--- src/rtl/spi_slave.sv ---
// ============================================================================
// Module   : spi_slave
// Purpose  : SPI mode-0 (CPOL=0, CPHA=0) responder. Each frame receives an
//            RX_WIDTH-bit word on MOSI (MSB first), then returns a
//            TX_WIDTH-bit response on MISO (MSB first). All pin inputs are
//            oversampled in the sys_clk domain; nothing is clocked by SCLK.
// Options  : `define SPI_SLAVE_ECHO_EN to return rx_data[TX_WIDTH-1:0] as the
//            response instead of tx_data (tx_data port is then ignored).
// Ports    : sys_clk   - system clock
//            sys_rst   - asynchronous active-high reset
//            sclk_pin  - SPI clock from master
//            ncs_pin   - chip select, active low
//            mosi_pin  - master-out data
//            miso_pin  - slave-out data
//            miso_oe   - MISO pad output enable
//            rx_data   - last received word
//            rx_valid  - one-cycle pulse when rx_data updates
//            tx_data   - response word, sampled while rx_valid is high
//            frame_err - one-cycle pulse when a frame is aborted in RX
//            busy      - high while a frame is in progress
// Revision : 1.0 - initial release
// ============================================================================
`default_nettype none

module spi_slave #(
   parameter int RX_WIDTH    = 32,
   parameter int TX_WIDTH    = 8,
   parameter int SYNC_STAGES = 2
) (
   input  logic                sys_clk,
   input  logic                sys_rst,
   input  logic                sclk_pin,
   input  logic                ncs_pin,
   input  logic                mosi_pin,
   output logic                miso_pin,
   output logic                miso_oe,
   output logic [RX_WIDTH-1:0] rx_data,
   output logic                rx_valid,
   input  logic [TX_WIDTH-1:0] tx_data,
   output logic                frame_err,
   output logic                busy
);

   // bit_cnt spans the whole frame (RX bits then TX bits) and saturates.
   localparam int c_CNT_W = $clog2(RX_WIDTH + TX_WIDTH + 1);
   localparam logic [c_CNT_W-1:0] c_RX_LAST = c_CNT_W'(RX_WIDTH - 1);
   localparam logic [c_CNT_W-1:0] c_CNT_MAX = c_CNT_W'(RX_WIDTH + TX_WIDTH);

   typedef enum logic [2:0] {
      ST_IDLE = 3'd0,
      ST_RX   = 3'd1,
      ST_LOAD = 3'd2,
      ST_TX   = 3'd3,
      ST_DONE = 3'd4
   } state_t;

   // ------------------------------------------------------------------------
   // Input synchronizers and edge detection
   // ------------------------------------------------------------------------
   logic [SYNC_STAGES-1:0] sclk_sync_q;
   logic [SYNC_STAGES-1:0] ncs_sync_q;
   logic [SYNC_STAGES-1:0] mosi_sync_q;
   logic                   sclk_prev_q;
   logic                   ncs_prev_q;

   always_ff @(posedge sys_clk or posedge sys_rst) begin
      if (sys_rst) begin
         sclk_sync_q <= '0;
         ncs_sync_q  <= '1;
         mosi_sync_q <= '0;
         sclk_prev_q <= 1'b0;
         ncs_prev_q  <= 1'b1;
      end else begin
         sclk_sync_q <= {sclk_sync_q[SYNC_STAGES-2:0], sclk_pin};
         ncs_sync_q  <= {ncs_sync_q[SYNC_STAGES-2:0],  ncs_pin};
         mosi_sync_q <= {mosi_sync_q[SYNC_STAGES-2:0], mosi_pin};
         sclk_prev_q <= sclk_sync_q[SYNC_STAGES-1];
         ncs_prev_q  <= ncs_sync_q[SYNC_STAGES-1];
      end
   end

   logic w_sclk_s;
   logic w_ncs_s;
   logic w_mosi_s;
   logic w_sclk_rise;
   logic w_sclk_fall;
   logic w_cs_fall;

   assign w_sclk_s    = sclk_sync_q[SYNC_STAGES-1];
   assign w_ncs_s     = ncs_sync_q[SYNC_STAGES-1];
   // mosi and sclk share the same depth, so mosi is aligned with sclk_rise.
   assign w_mosi_s    = mosi_sync_q[SYNC_STAGES-1];
   assign w_sclk_rise =  w_sclk_s & ~sclk_prev_q;
   assign w_sclk_fall = ~w_sclk_s &  sclk_prev_q;
   assign w_cs_fall   = ~w_ncs_s  &  ncs_prev_q;

   // ------------------------------------------------------------------------
   // Frame state machine
   // ------------------------------------------------------------------------
   state_t                state_q;
   logic [c_CNT_W-1:0]    bit_cnt_q;
   logic [RX_WIDTH-1:0]   rx_shift_q;
   logic [TX_WIDTH-1:0]   tx_shift_q;
   logic                  tx_started_q;
   logic [RX_WIDTH-1:0]   rx_data_q;
   logic                  rx_valid_q;
   logic                  frame_err_q;
   logic                  miso_q;
   logic                  miso_oe_q;

   logic [RX_WIDTH-1:0]   w_rx_next;
   logic [TX_WIDTH-1:0]   w_tx_src;
   logic [TX_WIDTH-1:0]   w_tx_shifted;

   assign w_rx_next    = {rx_shift_q[RX_WIDTH-2:0], w_mosi_s};
   assign w_tx_shifted = tx_shift_q << 1;

`ifdef SPI_SLAVE_ECHO_EN
   // rx_data_q already holds the completed word while in LOAD.
   assign w_tx_src = rx_data_q[TX_WIDTH-1:0];
`else
   assign w_tx_src = tx_data;
`endif

   always_ff @(posedge sys_clk or posedge sys_rst) begin
      if (sys_rst) begin
         state_q      <= ST_IDLE;
         bit_cnt_q    <= '0;
         rx_shift_q   <= '0;
         tx_shift_q   <= '0;
         tx_started_q <= 1'b0;
         rx_data_q    <= '0;
         rx_valid_q   <= 1'b0;
         frame_err_q  <= 1'b0;
         miso_q       <= 1'b0;
         miso_oe_q    <= 1'b0;
      end else begin
         rx_valid_q  <= 1'b0;
         frame_err_q <= 1'b0;

         // Chip-select release overrides everything, including a coincident
         // sclk_rise (that bit is discarded).
         if ((state_q != ST_IDLE) && w_ncs_s) begin
            state_q   <= ST_IDLE;
            miso_oe_q <= 1'b0;
            miso_q    <= 1'b0;
            if (state_q == ST_RX) begin
               frame_err_q <= 1'b1;
            end
         end else begin
            case (state_q)
               ST_IDLE: begin
                  miso_oe_q <= 1'b0;
                  miso_q    <= 1'b0;
                  if (w_cs_fall) begin
                     bit_cnt_q    <= '0;
                     rx_shift_q   <= '0;
                     tx_shift_q   <= '0;
                     tx_started_q <= 1'b0;
                     state_q      <= ST_RX;
                  end
               end

               ST_RX: begin
                  if (w_sclk_rise) begin
                     rx_shift_q <= w_rx_next;
                     bit_cnt_q  <= bit_cnt_q + 1'b1;
                     if (bit_cnt_q == c_RX_LAST) begin
                        rx_data_q  <= w_rx_next;
                        rx_valid_q <= 1'b1;
                        state_q    <= ST_LOAD;
                     end
                  end
               end

               ST_LOAD: begin
                  tx_shift_q <= w_tx_src;
                  miso_oe_q  <= 1'b1;
                  // A fall landing in this very cycle would otherwise be
                  // lost, so present the MSB straight from the source.
                  if (w_sclk_fall) begin
                     miso_q       <= w_tx_src[TX_WIDTH-1];
                     tx_started_q <= 1'b1;
                     bit_cnt_q    <= bit_cnt_q + 1'b1;
                  end else begin
                     tx_started_q <= 1'b0;
                  end
                  state_q <= ST_TX;
               end

               ST_TX: begin
                  if (w_sclk_fall) begin
                     if (!tx_started_q) begin
                        // First fall: present MSB without shifting.
                        miso_q       <= tx_shift_q[TX_WIDTH-1];
                        tx_started_q <= 1'b1;
                        bit_cnt_q    <= bit_cnt_q + 1'b1;
                     end else if (bit_cnt_q != c_CNT_MAX) begin
                        tx_shift_q <= w_tx_shifted;
                        miso_q     <= w_tx_shifted[TX_WIDTH-1];
                        bit_cnt_q  <= bit_cnt_q + 1'b1;
                     end
                  end else if (w_sclk_rise && (bit_cnt_q == c_CNT_MAX)) begin
                     // Master has sampled the last bit.
                     state_q <= ST_DONE;
                  end
               end

               ST_DONE: begin
                  // Hold last bit; further SCLK activity is ignored.
                  miso_oe_q <= 1'b1;
               end

               default: begin
                  state_q   <= ST_IDLE;
                  miso_oe_q <= 1'b0;
                  miso_q    <= 1'b0;
               end
            endcase
         end
      end
   end

   assign miso_pin  = miso_q;
   assign miso_oe   = miso_oe_q;
   assign rx_data   = rx_data_q;
   assign rx_valid  = rx_valid_q;
   assign frame_err = frame_err_q;
   assign busy      = (state_q != ST_IDLE);

endmodule

`default_nettype wire
--- config.mk ---
export PLATFORM = sky130hd
export DESIGN_NAME = spi_slave
export DESIGN_NICKNAME = d
export VERILOG_FILES = /design/src/rtl/spi_slave.sv
export SDC_FILE = /design/constraint.sdc
export NUM_CORES = 1
export LEC_CHECK = 0
export CAP_MARGIN = 5
export CORE_MARGIN = 2
export CORE_UTILIZATION = 40
export CTS_BUF_LIST = sky130_fd_sc_hd__clkbuf_2 sky130_fd_sc_hd__clkbuf_4 sky130_fd_sc_hd__clkbuf_8
export CTS_CLUSTER_DIAMETER = 30
export DETAILED_ROUTE_END_ITERATION = 10
export GPL_TIMING_DRIVEN = 0
export HOLD_SLACK_MARGIN = 0.06
export PLACE_DENSITY = 0.69
export SETUP_SLACK_MARGIN = 0.1
export SKIP_LAST_GASP = 1
export SYNTH_ARGS = -nofsm -noshare
export SYNTH_HDL_FRONTEND = slang
export SYNTH_SLANG_ARGS = --single-unit
--- constraint.sdc ---
create_clock -name sys_clk -period 6.6 [get_ports sys_clk]
set_input_delay 1.32 -clock sys_clk [delete_from_list [all_inputs] [get_ports sys_clk]]
set_output_delay 1.32 -clock sys_clk [all_outputs]
set_load 0.005 [all_outputs]
# Yosys cells after proc, flatten, opt, wreduce, memory -nomap -nowiden
# Cells that the tools add are included.
[totals]
elab_cells = 105
output_inout_bits = 37
regBits = 93
[op_classes]
eq_ne = 25
bitwise_logic = 7
n_mux = 40
addsub = 1
n_reduce_logical = 17
[op_table]
columns = ["cell", "count"]
rows = [
  ["31-bit 2-to-1 mux", 2],
  ["31-bit one-hot mux with 2 select lines", 1],
  ["6-bit 2-to-1 mux", 6],
  ["8-bit 2-to-1 mux", 4],
  ["6-bit one-hot mux with 4 select lines", 1],
  ["8-bit one-hot mux with 3 select lines", 1],
  ["3-bit inequality test, second input constant", 7],
  ["3-bit 2-to-1 mux", 6],
  ["4-bit AND reduction", 4],
  ["1-bit 2-to-1 mux", 15],
  ["3-bit one-hot mux with 5 select lines", 1],
  ["2-bit inequality test, second input constant", 7],
  ["6-bit AND reduction", 2],
  ["7-bit AND reduction", 1],
  ["6-bit by 1-bit adder with 6-bit output, second input constant", 1],
  ["3-bit by 2-bit == test with 1-bit output, second input constant", 2],
  ["6-bit by 5-bit == test with 1-bit output, second input constant", 1],
  ["6-bit == test, second input constant", 1],
  ["6-bit inequality test, second input constant", 1],
  ["1-bit one-hot mux with 3 select lines", 2],
  ["3-bit nonzero test", 2],
  ["2-bit OR reduction", 3],
  ["2-bit by 1-bit inequality test with 1-bit output, second input constant", 2],
  ["4-bit inequality test, second input constant", 1],
  ["other kinds (10)", 16],
]

# Logic depth before layout (Yosys ltp)
[depth]
depth_word = 7
depth_mapped = 8
mapped_depth_nobuf = 7

# Least setup slack after synthesis
# OpenSTA, ideal clock, no wires.
[synth_timing]
path_type = "flip-flop to output port"
startpoint = "reg state_q[2]"
endpoint = "out busy"
n_path_buf = 1
setup_slack_ns = 4.403
required_time_ns = 5.280
path_stages_with_launch = 3
t_arrival_ns = 0.877
path_cell_list = "dfrtp_1 -> clkbuf_1 -> or3_1"
[synth_via]
elab_chain_cells = 1
[synth_lines]
columns = ["element", "line_no", "text"]
rows = [
  ["from (decl)", "100", "state_t state_q;"],
  ["from (signal assigned)", "127", "state_q <= ST_IDLE;"],
  ["from (signal assigned)", "144", "state_q <= ST_IDLE;"],
  ["from (signal assigned)", "160", "state_q <= ST_RX;"],
  ["3-bit nonzero test", "229", "assign busy = (state_q != ST_IDLE);"],
  ["to (decl)", "41", "output logic busy"],
]
# No other way between the ends.

# Worst setup path in the final report
# Same ends and word-level chain as after synthesis.

==> impl_metrics.ini <==
[run_status]
status = completed

[global_route]
grt_pass1_wl_um = 13000
vias_in_the_first_global_route = 2640
grt_antenna_before_repair = 0
global_route.overflow_total = 0
gr-usage-all-layers_pct = 15.8
grt_max_degree = 76

[synth]
mappedNetlistNets = 367
seq_area_frac_synth_pct = 59.9
synth-seq-cells = 93
post_synth_instance_area_um2 = 3890
post_synthesis_share_of_cell_area_spent_on_xor_and_xnor_gates_pct = 0.225
synth_compound_gate_area_share_pct = 9.39
synth.avg_cell_area_um2 = 11.1
synth.distinct_cells = 39
synth_edf_count = 0
asyncSetResetFlopFracSynth_pct = 100
synth_mux_area_share_pct = 13.9
dominant_combinational_cell_family_by_area_after_synthesis = multiplexers
synth.yosys.warnings = 0
synthSimpleGateAreaFrac_pct = 12.9
netlist_instances = 352
ys_dominant_reg_cell = dfrtp_1
synth_fa_ha_area_share_pct = 0.643

[die]
num_io_pins = 50
dieHeight_um = 103
die_area_um2 = 10500
rows = 35
chip_width_um = 103
floorplan.core_area_um2 = 9330
initial_core_util_pct = 41.7

[drt]
detailroute.via_count = 2741
number_of_nets_with_antenna_violations_after_detailed_routing = 0
met3RoutedLength_um = 255
drt_pre_antenna_iters = 4
met1_wire_length_um = 3530
highest_layer = met4
wl_met2_um = 3620
avgRoutedWirePerCell_um = 13.8
drt-vias-per-instance = 5.01
drt-initial-drc-count = 140
drc = 0
finalWirelength_um = 7550

[placement]
io_buffers = 49
detailedPlace.worstSlack_ps = 3840
routabilityCongestion = 0.826
detailed_place_hpwl_um = 5040
placed_cells_incl_taps = 531

[timing]
worst_slew_margin_rel_pct = 54.9
tightest_pin_transition_ps = 669
setup-tns-final_ps = 0
timing_max_transition_violations_final = 0
rsz0062_at_grt = false
fin_worst_skew_ps = 13.8
achievable-frequency_mhz = 317
period_needed_ps = 3150
final-hold-violation-count = 0
final.period_utilization_pct = 47.8
report.final.setup_viol = 0
fin_ws_ps = 3450

[cts]
cts_root_buffer = clkbuf_8
cts.repair_timing.setup_buffer_count = 0
cts_inserted_buffers = 9
cts-root-to-sink-buffers = 2
cts.hold.buffers_added = 0
worst_skew_pair.late_latency_ps = 370
cts_tree = done
clock_sinks = 93
worst_setup_hold_path_clk_slew_ps = 90
cts_max_level = 3
cts_resized = 0

[power_and_ir_drop]
net-switching-power_uw = 374
leakage_nw = 2.16
power_report.internal_total_uw = 899
power_frac_comb_pct = 17.9
power_frac_seq_pct = 47.8
vdd_ir_drop_max_uv = 159
pwr_density_cell_nw_per_um2 = 265
power_switching_share_pct = 29.4
clock_share_of_power_pct = 34.3

[setup_path]
crit_path_end_kind = primary output
worst-endpoint-required_ps = 5280
crit_arrival_ps = 1830
timing.critical_path.fanout_max = 10
worst_setup_path_start_kind = flop
critical_path_class = flop to primary output

[layout]
fin_cells = 547
post_route_cells_drive_above_1_share_pct = 16.0
syn_to_final_growth_pct = 23.5
final_util_pct = 51.5
total_of_fill_cells_in_the_finished_design = 843
nNetsFinal = 428
insertedDiodeCount = 0

[flow_run]
maxCapViolations = 0

[min_path]
min-delay-path-class = flop to flop
kinds of logic after synthesis:
logic type      count (synthesis)
buf+inv                        30
compound gates                 62
mux                            49
simple gates                  115
xor+xnor                        1
fa+ha+maj                       2
flops                          93
worst max-delay path, stage by stage, from the launching register on:
cell,delay (ps)
dfrtp_1,370
clkbuf_1,210
or3_1,420
clkdlybuf4s50_1,480
state kept, by name (all words and copies together) (netlist names), 2 cells and up:
register and flops:
rx_data 32, rx_shift_q 31, tx_shift_q 8, bit_cnt_q 6
state_q 3, mosi_sync_q 2, ncs_sync_q 2, sclk_sync_q 2
power by group through the flow:
stage / Sequential [mW] / Clock (mW) / Combinational (mW)
finish: 0.609 / 0.437 / 0.228
global route: 0.613 / 0.474 / 0.258
floorplan: 0.615 / 0 / 0.163
global placement: 0.619 / 0 / 0.225
detailed placement: 0.620 / 0 / 0.231
CTS: 0.609 / 0.448 / 0.231
synthesized netlist by cell type (2+ instances only):
library cell | number | area share, %
dfrtp_1 | 90 | 58
nand2_1 | 69 | 6.7
o21ai_0 | 41 | 5.3
mux2_2 | 40 | 12
nor2_1 | 20 | 1.9
clkbuf_1 | 14 | 1.4
inv_1 | 9 | 0.87
mux2i_1 | 9 | 2.3
nand3_1 | 6 | 0.77
buf_2 | 5 | 0.64
a21oi_1 | 4 | 0.51
nand2b_1 | 4 | 0.64
o31ai_1 | 4 | 0.77
dfstp_2 | 3 | 2.0
nor2b_1 | 3 | 0.48
a211o_1 | 2 | 0.45
and2_1 | 2 | 0.32
and3_1 | 2 | 0.32
buf_1 | 2 | 0.19
ha_1 | 2 | 0.64
nor3b_1 | 2 | 0.39
or3_1 | 2 | 0.32
metrics by stage:
step | instance area (um^2) | hold WS, ps | power [mW]
after detailed placement | 4570 | 335 | 0.851
after CTS | 4800 | 358 | 1.29
after floorplan | 3890 | 331 | 0.778
final | 4800 | 357 | 1.27
after global routing | 4800 | 370 | 1.34
after global placement | 4540 | 334 | 0.845
cell usage in the layout, fill, tap and decap left out, types with 2 or more instances in the layout:
cell type	instances
dfrtp_1	90
mux2_2	40
inv_1	8
nor2_1	20
dfstp_2	3
nand2b_1	4
and3_1	2
buf_1	2
bufinv_16	2
o21ai_0	41
mux2i_1	9
and2_1	2
o31ai_1	4
nor2b_1	3
a211o_1	2
ha_1	2
nand3_1	6
clkdlybuf4s50_1	49
clkbuf_8	10
clkbuf_1	14
nor3b_1	2
buf_2	5
nand2_1	69
or3_1	2
a21oi_1	4
area by class of cell:
| class | count | area [um^2] | area share (%) |
|---|---|---|---|
| tap | 129 | 161 | 3.36 |
| clock inverter | 6 | 93.8 | 1.95 |
| buffer | 21 | 85.1 | 1.77 |
| sequential | 93 | 2330 | 48.5 |
| inverter | 9 | 36.3 | 0.755 |
| multi-input combinational | 229 | 1440 | 30.0 |
| clock buffer | 10 | 138 | 2.87 |
| timing repair buffer | 50 | 518 | 10.8 |
metal layers:
layer | GRT usage (%) | vias to the layer above
met1 | 22.7 | 1359
met3 | 2.85 | 12
met5 | 0 | -
li1 | - | 1318
met2 | 23.9 | 52
met4 | 6.46 | 0
worst paths after layout:
check / endpoint / slack [ps] / startpoint / cells past startpoint
max reg2reg: rx_data[11]$_DFFE_PP0P_ / 4330 / state_q[2]$_DFFE_PP0P_ / 7
min reg2reg: mosi_sync_q[1]$_DFF_PP0_ / 360 / mosi_sync_q[0]$_DFF_PP0_ / 0
max: busy / 3450 / state_q[2]$_DFFE_PP0P_ / 3
max in group asynchronous: rx_shift_q[6]$_DFFE_PP0P_ / 4720 / sys_rst / 3
min in group asynchronous: tx_shift_q[5]$_DFFE_PP0P_ / 1240 / sys_rst / 2
min: mosi_sync_q[1]$_DFF_PP0_ / 360 / mosi_sync_q[0]$_DFF_PP0_ / 0
No activity file was read; power rests on OpenSTA's default activity.
